===== src/rtl/stack_mem_unit_pkg.sv =====
// Shared constants for the stack CPU load/store path.
//   AW/DW/DEPTH : data RAM geometry (32 x 8, DEPTH == 2**AW)
//   INIT..RSP   : sequencer state encoding
package stack_pkg;
  localparam int AW    = 5;
  localparam int DW    = 8;
  localparam int DEPTH = 32;

  localparam logic [1:0] INIT    = 2'd0;
  localparam logic [1:0] IDLE    = 2'd1;
  localparam logic [1:0] RD_WAIT = 2'd2;
  localparam logic [1:0] RSP     = 2'd3;
endpackage


===== src/rtl/stack_mem_unit_if.sv =====
// Request/response bus between the execute stage and stack_mem_unit.
//   req_valid/req_ready/req_store/req_addr/req_wdata : load/store request
//   rsp_valid/rsp_ready/rsp_data                     : load result to the stack
// master = execute stage, slave = stack_mem_unit.
interface stack_mem_unit_if
  import stack_pkg::*;
  ();
  logic          req_valid;
  logic          req_ready;
  logic          req_store;
  logic [AW-1:0] req_addr;
  logic [DW-1:0] req_wdata;
  logic          rsp_valid;
  logic          rsp_ready;
  logic [DW-1:0] rsp_data;

  modport master (
    output req_valid, req_store, req_addr, req_wdata, rsp_ready,
    input  req_ready, rsp_valid, rsp_data
  );

  modport slave (
    input  req_valid, req_store, req_addr, req_wdata, rsp_ready,
    output req_ready, rsp_valid, rsp_data
  );
endinterface


===== src/rtl/stack_mem_unit.sv =====
// Load/store sequencer between the stack CPU execute stage and the 32x8
// data RAM (registered read, synchronous write). Optionally clears the
// whole RAM after reset.
//
// Ports:
//   clk, rst   : system clock, synchronous active-high reset
//   bus        : request/response interface (slave side)
//   init_busy  : clear sweep in progress (registered)
//   ram_radr   : RAM read address, registered by the RAM on clk
//   ram_rdata  : RAM read data, valid the cycle after ram_radr is sampled
//   ram_wadr/ram_wdata/ram_wen : RAM write port
//
// state   | meaning
// --------+----------------------------------------------------
// INIT    | clear sweep, one word per cycle, requests stalled
// IDLE    | accept loads/stores; stores complete in this cycle
// RD_WAIT | RAM read in flight; rdata captured at end of cycle
// RSP     | load result held on rsp_* until rsp_ready
module stack_mem_unit
  import stack_pkg::*;
#(
  parameter int            CLEAR_ON_RESET = 1,
  parameter logic [DW-1:0] CLEAR_VALUE    = 8'h00
) (
  input  logic          clk,
  input  logic          rst,
  stack_mem_unit_if.slave bus,
  output logic          init_busy,
  output logic [AW-1:0] ram_radr,
  input  logic [DW-1:0] ram_rdata,
  output logic [AW-1:0] ram_wadr,
  output logic [DW-1:0] ram_wdata,
  output logic          ram_wen
);

  logic [1:0]    state;
  logic [AW-1:0] clr_cnt;
  logic [AW-1:0] lat_addr;
  logic          rsp_valid_q;
  logic [DW-1:0] rsp_data_q;
  logic          init_busy_q;
  logic          accept;

  // Gating with rst keeps the RAM write port quiet during the reset cycle,
  // whatever state the flops held before it.
  assign accept = bus.req_valid && bus.req_ready;

  always_comb begin
    bus.req_ready = (state == IDLE) && !rst;
    ram_radr      = (state == IDLE) ? bus.req_addr : lat_addr;
    ram_wen       = 1'b0;
    ram_wadr      = bus.req_addr;
    ram_wdata     = bus.req_wdata;
    if (!rst) begin
      if (state == INIT) begin
        ram_wen   = 1'b1;
        ram_wadr  = clr_cnt;
        ram_wdata = CLEAR_VALUE;
      end else if (accept && bus.req_store) begin
        ram_wen = 1'b1;
      end
    end
  end

  always_ff @(posedge clk) begin
    if (rst) begin
      state       <= (CLEAR_ON_RESET != 0) ? INIT : IDLE;
      clr_cnt     <= '0;
      lat_addr    <= '0;
      rsp_valid_q <= 1'b0;
      rsp_data_q  <= '0;
      init_busy_q <= (CLEAR_ON_RESET != 0);
    end else begin
      case (state)
        INIT: begin
          clr_cnt <= clr_cnt + 1'b1;
          // Stop on the last word so the counter never wraps into a second pass.
          if (clr_cnt == AW'(DEPTH - 1)) begin
            state       <= IDLE;
            init_busy_q <= 1'b0;
          end
        end
        IDLE: begin
          if (accept && !bus.req_store) begin
            lat_addr <= bus.req_addr;
            state    <= RD_WAIT;
          end
        end
        RD_WAIT: begin
          rsp_data_q  <= ram_rdata;
          rsp_valid_q <= 1'b1;
          state       <= RSP;
        end
        RSP: begin
          if (bus.rsp_ready) begin
            rsp_valid_q <= 1'b0;
            state       <= IDLE;
          end
        end
        default: state <= IDLE;
      endcase
    end
  end

  assign bus.rsp_valid = rsp_valid_q;
  assign bus.rsp_data  = rsp_data_q;
  assign init_busy     = init_busy_q;

endmodule


===== src/flat_wrapper.sv =====
// flat-port wrapper written by rule: the top's interface ports become plain ports
module stack_mem_unit_flat import stack_pkg::*;
#(
  parameter int            CLEAR_ON_RESET = 1,
  parameter logic [DW-1:0] CLEAR_VALUE    = 8'h00
)
  (clk, rst, init_busy, ram_radr, ram_rdata, ram_wadr, ram_wdata, ram_wen, bus_req_valid, bus_req_store, bus_req_addr, bus_req_wdata, bus_rsp_ready, bus_req_ready, bus_rsp_valid, bus_rsp_data);
  stack_mem_unit_if bus_i ();
  input  logic clk;
  input  logic rst;
  output logic init_busy;
  output logic [AW-1:0] ram_radr;
  input  logic [DW-1:0] ram_rdata;
  output logic [AW-1:0] ram_wadr;
  output logic [DW-1:0] ram_wdata;
  output logic ram_wen;
  input wire logic [$bits(bus_i.req_valid)-1:0] bus_req_valid;
  input wire logic [$bits(bus_i.req_store)-1:0] bus_req_store;
  input wire logic [$bits(bus_i.req_addr)-1:0] bus_req_addr;
  input wire logic [$bits(bus_i.req_wdata)-1:0] bus_req_wdata;
  input wire logic [$bits(bus_i.rsp_ready)-1:0] bus_rsp_ready;
  output wire logic [$bits(bus_i.req_ready)-1:0] bus_req_ready;
  output wire logic [$bits(bus_i.rsp_valid)-1:0] bus_rsp_valid;
  output wire logic [$bits(bus_i.rsp_data)-1:0] bus_rsp_data;
  assign bus_i.req_valid = bus_req_valid;
  assign bus_i.req_store = bus_req_store;
  assign bus_i.req_addr = bus_req_addr;
  assign bus_i.req_wdata = bus_req_wdata;
  assign bus_i.rsp_ready = bus_rsp_ready;
  assign bus_req_ready = bus_i.req_ready;
  assign bus_rsp_valid = bus_i.rsp_valid;
  assign bus_rsp_data = bus_i.rsp_data;
  stack_mem_unit #(.CLEAR_ON_RESET(CLEAR_ON_RESET), .CLEAR_VALUE(CLEAR_VALUE)) u_core (.clk(clk), .rst(rst), .bus(bus_i), .init_busy(init_busy), .ram_radr(ram_radr), .ram_rdata(ram_rdata), .ram_wadr(ram_wadr), .ram_wdata(ram_wdata), .ram_wen(ram_wen));
endmodule

===== config.mk =====
export PLATFORM = sky130hd
export DESIGN_NAME = stack_mem_unit_flat
export DESIGN_NICKNAME = d
export VERILOG_FILES = /design/src/rtl/stack_mem_unit_pkg.sv /design/src/rtl/stack_mem_unit_if.sv /design/src/rtl/stack_mem_unit.sv /design/src/flat_wrapper.sv
export SDC_FILE = /design/constraint.sdc
export NUM_CORES = 1
export LEC_CHECK = 0
export BUFFER_PORTS_ARGS = -buffer_cell sky130_fd_sc_hd__buf_2
export CAP_MARGIN = 20
export CORE_ASPECT_RATIO = 0.7
export CORE_MARGIN = 5
export CORE_UTILIZATION = 47
export DETAILED_ROUTE_END_ITERATION = 10
export GPL_TIMING_DRIVEN = 0
export PLACE_DENSITY = 0.82
export REMOVE_ABC_BUFFERS = 1
export SYNTH_ARGS = -nofsm -noshare
export SYNTH_HDL_FRONTEND = slang
export SYNTH_SLANG_ARGS = --single-unit

===== constraint.sdc =====
create_clock -name clk -period 3.85 [get_ports clk]
set_input_delay 0.385 -clock clk [delete_from_list [all_inputs] [get_ports clk]]
set_output_delay 0.385 -clock clk [all_outputs]
set_load 0.1 [all_outputs]

# Word level (Yosys, flattened, before mapping)
# Cells that the tools add are included.
[word_totals] inputBits=26 out_inout_bits=30 word_cells=40 ff_bits=22
[op_classes] n_addsub=1 n_mux=14 n_eq_ne=7 reduce_logical=12
[ops] cell="2-to-1 mux 8 bit" n=2
[ops] cell="2-to-1 mux 5 bit" n=3
[ops] cell="case mux 2 bit (4 select lines)" n=1
[ops] cell="2-to-1 mux 2 bit" n=3
[ops] cell="!= test 2 bit, second input constant" n=3
[ops] cell="AND reduction 2 bit" n=3
[ops] cell="adder 5 x 1 -> 5 bit, second input constant" n=1
[ops] cell="== test 5 bit, second input constant" n=1
[ops] cell="== test 2 bit, second input constant" n=2
[ops] cell="logical AND 1 bit" n=4
[ops] cell="2-to-1 mux 1 bit" n=4
[ops] cell="AND reduction 3 bit" n=1
[ops] cell="== test 2 x 1 -> 1 bit, second input constant" n=1
[ops] cell="zero test 1 bit" n=2
[ops] cell="zero test 2 bit" n=1
[ops] cell="case mux 1 bit (2 select lines)" n=1
[ops] cell="nonzero test 2 bit" n=1

# Longest topological paths before layout
[depth] word_depth=7 depth_mapped=7 ltp_nobuf=6

# Worst setup path after synthesis
# Ideal clock, no wire load.
[synth_timing] path_type="reg2out" startpoint="register u_core.state[1]" endpoint="output port ram_wen" path_slack_ns=0.505 path_stages_with_launch=7 required_time_ns=3.465 n_path_buf=1 arrival_ns=2.960 path_cell_list="dfxtp_1 > inv_1 > ha_1 > buf_4 > nor2b_1 > nand3_1 > nand2_1"
[synth_via] elab_chain_len=7 elab_cells_between_ends=8 classes_between="1 x eq/ne; 3 x mux; 4 x reduce/logical"
[synth_rtl] element="start, declared" line="stack_mem_unit.sv:36" rtl="logic [1:0] state;"
[synth_rtl] element="start signal, assigned" line="stack_mem_unit.sv:67" rtl="state <= (CLEAR_ON_RESET != 0) ? INIT : IDLE;"
[synth_rtl] element="== test 2 x 1 -> 1 bit" line="stack_mem_unit.sv:49" rtl="bus.req_ready = (state == IDLE) && !rst;"
[synth_rtl] element="logical AND 1 bit" line="stack_mem_unit.sv:49"
[synth_rtl] element="net bus_req_ready" line="flat_wrapper.sv:22" rtl="output wire logic [$bits(bus_i.req_ready)-1:0] bus_req_ready;"
[synth_rtl] element="logical AND 1 bit" line="stack_mem_unit.sv:46" rtl="assign accept = bus.req_valid && bus.req_ready;"
[synth_rtl] element="logical AND 1 bit" line="stack_mem_unit.sv:59" rtl="end else if (accept && bus.req_store) begin"
[synth_rtl] element="2-to-1 mux 1 bit" line="stack_mem_unit.sv:59"
[synth_rtl] element="2-to-1 mux 1 bit" line="stack_mem_unit.sv:55" rtl="if (state == INIT) begin"
[synth_rtl] element="2-to-1 mux 1 bit" line="stack_mem_unit.sv:54" rtl="if (!rst) begin"
[synth_rtl] element="end, declared" line="flat_wrapper.sv:16" rtl="output logic ram_wen;"
# The timed path passes the listed nets, and every way through them passes these cells.

# Worst setup path in the final report
[layout_timing] startpoint="register u_core.state[1]" endpoint="output port ram_wen"
[layout_via] elab_chain_len=7 elab_cells_between_ends=8 classes_between="1 x eq/ne; 3 x mux; 4 x reduce/logical"
[layout_rtl] element="== test 2 x 1 -> 1 bit" line="stack_mem_unit.sv:49"
[layout_rtl] element="logical AND 1 bit" line="stack_mem_unit.sv:49"
[layout_rtl] element="logical AND 1 bit" line="stack_mem_unit.sv:46"
[layout_rtl] element="logical AND 1 bit" line="stack_mem_unit.sv:59"
[layout_rtl] element="2-to-1 mux 1 bit" line="stack_mem_unit.sv:59"
[layout_rtl] element="2-to-1 mux 1 bit *" line="stack_mem_unit.sv:55"
[layout_rtl] element="2-to-1 mux 1 bit *" line="stack_mem_unit.sv:54"
# Mark *: on every way between the ends. The rest lies on a longest branch, timed or not.

==> results.md <==
* Status: complete, no violations
* Sequential area share after synthesis at between 30% and 40%
* Synth Area per Inst at approximately 9.6 um^2
* Crit path max-delay family: buffers and inverters
* Worst hold path class: in2reg
* CP cell instances: inv_1, ha_1, nor2b_1, nand3_1, nand2_1, buf_2
* Final Hold Viols at 0
* Flop-to-flop setup slack at approximately 2200 ps
* Initial Util at between 40% and 50%
* Largest net degree at the start of global routing at 28
* Critical path class: reg2out
* Total Routing Usage GR at approximately 16%
* Ys async rst share at 0%
* Sum Neg Setup Slack at 0 ps
* Antenna Nets Post-Route at 0
* Core area at roughly 2400 um^2
* Synth top area share at roughly two fifths
* CTS Root Cell: clkbuf_4
* Worst Max-Slew Pin Slew at 500 ps
* First DRT Iteration DRCs at 32
* Largest cells by area after synthesis: dfxtp_1 (38%), mux2_2 (9.7%), mux2i_1 (9.5%), ha_1 (6.5%), nand2_1 (4.5%)
* Vert. Die Dim at 51.5 um
* Filler instances at 218
* Slew HR at about two thirds
* Bufs and invs on worst path at 2
* Slowest CP cell: ha_1
* Endpoint class of the critical path: primary output
* Routed wire per std cell at 13.5 um
* First-pass GRT wire length at 4690 um
* Synth Flop Type: dfxtp_1
* Fmax at 410 MHz
* TritonCTS clock tree: done
* Resized cells post-CTS at 0
* Minimum hold slack at roughly 300 ps
* Rows at 15
* Die area at around 3600 um^2
* Max IR drop VDD at ~320 uV
* Vias at between 900 and 1k
* Slew Viols, Final at 0
* Initial antenna violation count at 0
* Post-synthesis register bit count at 22
* Hpwl dp at about 2300 um
* Synth top cells by count: dfxtp_1 (22), nand2_1 (14), nor2_1 (14), mux2i_1 (11), mux2_2 (10)
* Final WL at roughly 2800 um
* # H-tree levels at 1
* Layout cells sized above 1 at roughly 42%
* Via-per-instance ratio at 4.75
* Port Buffer Count at 55
* CTS buffer count at 3
* Fin nets at roughly 200
* Synth cell types at 28
* Register clock-pin slew on the reported worst setup and hold paths at 120 ps
* Placer Congestion at 0.711
* Crit Path Max Fanout at 10
* Crit-path max cell delay at between 400 and 500 ps
* DRC violation count after routing at 0
* PwrDens at 672 nW/um^2
* Max clock buf depth at 2
* IO Count at 56
* Antenna diodes at 0
* CTS Sinks at 22
* Chip Width at about 69 um
* Overall Power at about 1000 uW
* Syn Std Cell Area at 1160 um^2
* Synth warnings at 0
* Hold Path Cell Cnt at 3
* CP Depth at 6
* Max Cap Viol at 0
* Post-synth EDFFs at 0
* Min Tclk post-route at about 2400 ps
* Postcts setup bufs at 0
* Req. time, crit path at around 3500 ps
* Area Overhead vs Synth at 26.1%
* Largest area contributor in the netlist: dfxtp_1
* RSZ-0062 raised after global routing: false
* Vias in the first global route at roughly 1.0k
* Setup violators final at 0
* Tcrit/Tclk final at between 60% and 70%
* Cells after synthesis at ~120
* Leakage at between 0.6 and 0.7 nW
* Most frequent cell after synthesis: dfxtp_1
* Clk_lat worst skew at approximately 310 ps
* CP arrival at 2050 ps
* Worst Setup Start Kind: register
* Post-CTS Hold Buffers at 0
* Worst Skew at around 3.6 ps
* Placed insts at 202
* Grt total ovfl at 0
* DR pass1 iterations at 4
* Final Non-Filler Cells at ~210
* R2R cell count at 5
-- state kept, by name (all words and copies together) (netlist names) --
register              count
u_core.state              2
u_core.lat_addr           5
u_core.clr_cnt            5
u_core.init_busy          1
u_core.bus.rsp_data       8
u_core.bus.rsp_valid      1
-- worst min-delay path: cells and delay by family --
| kind | cells | cell delay [ps] |
|---|---|---|
| buffers and inverters | 1 | 80 |
| muxes | 1 | 60 |
| and+or+nand+nor | 1 | 70 |
-- routing by layer --
| layer | global-route usage [%] | vias to the layer above | share of wire, % |
|---|---|---|---|
| met1 | 18.5 | 457 | 43 |
| met3 | 4.63 | 4 | 3.2 |
| met2 | 30.1 | 15 | 52 |
| met5 | 0 | - | 0 |
| met4 | 6.17 | 0 | 1.6 |
| li1 | - | 502 | - |
-- power breakdown --
part | internal [mW] | switching [mW]
combinational | 0.129 | 0.453
clock | 0.0578 | 0.0707
sequential | 0.249 | 0.0214
-- layout by cell type (no fill, tap or decap), types with 2 or more instances in the layout --
cell type / n
nand2_1: 14
mux2_2: 10
mux2i_1: 11
nor2_1: 14
xor2_1: 2
clkbuf_4: 3
nand2b_1: 2
buf_2: 55
a21oi_1: 7
ha_1: 6
and2_1: 8
inv_1: 2
nor2b_1: 4
dfxtp_1: 22
-- final timing paths --
kind	startpoint	to
setup reg to reg	u_core.state[1]$_SDFFE_PP0P_	u_core.state[1]$_SDFFE_PP0P_
setup / recovery	u_core.state[1]$_SDFFE_PP0P_	ram_wen
hold reg to reg	u_core.lat_addr[2]$_SDFFE_PP0P_	u_core.lat_addr[2]$_SDFFE_PP0P_
hold / removal	ram_rdata[4]	u_core.bus.rsp_data[4]$_SDFFE_PP0P_
-- final cells by class --
cell class	instances	area [um^2]	share of cell area, %
multi-input combinational	89	657	45.0
sequential	22	440	30.2
timing repair buffer	55	275	18.9
tap	34	42.5	2.92
clock buffer	4	36.3	2.49
inverter	2	7.51	0.515
-- cell families (layout without fill, tap and decap cells) --
group                      after synthesis  in the layout  share of synthesized area, %
AOI/OAI and AO/OA                       10             10                          5.41
xor gates and xnor gates                 3              3                          2.27
adders and majority gates                6              6                          6.49
buffers and inverters                   10             61                          5.19
DFF                                     22             22                          38.1
muxes                                   21             21                          19.2
and+or+nand+nor                         49             49                          23.4
-- metrics by stage --
step	setup slack, ps	instance area, um^2	utilization, %
after floorplan	394	1100	-
after global placement	1780	1420	59.2
after global routing	1260	1460	60.7
final	1410	1460	60.7
after detailed placement	1760	1420	59.2
after CTS	1410	1460	60.7
Power figures use the tool's default switching activity.
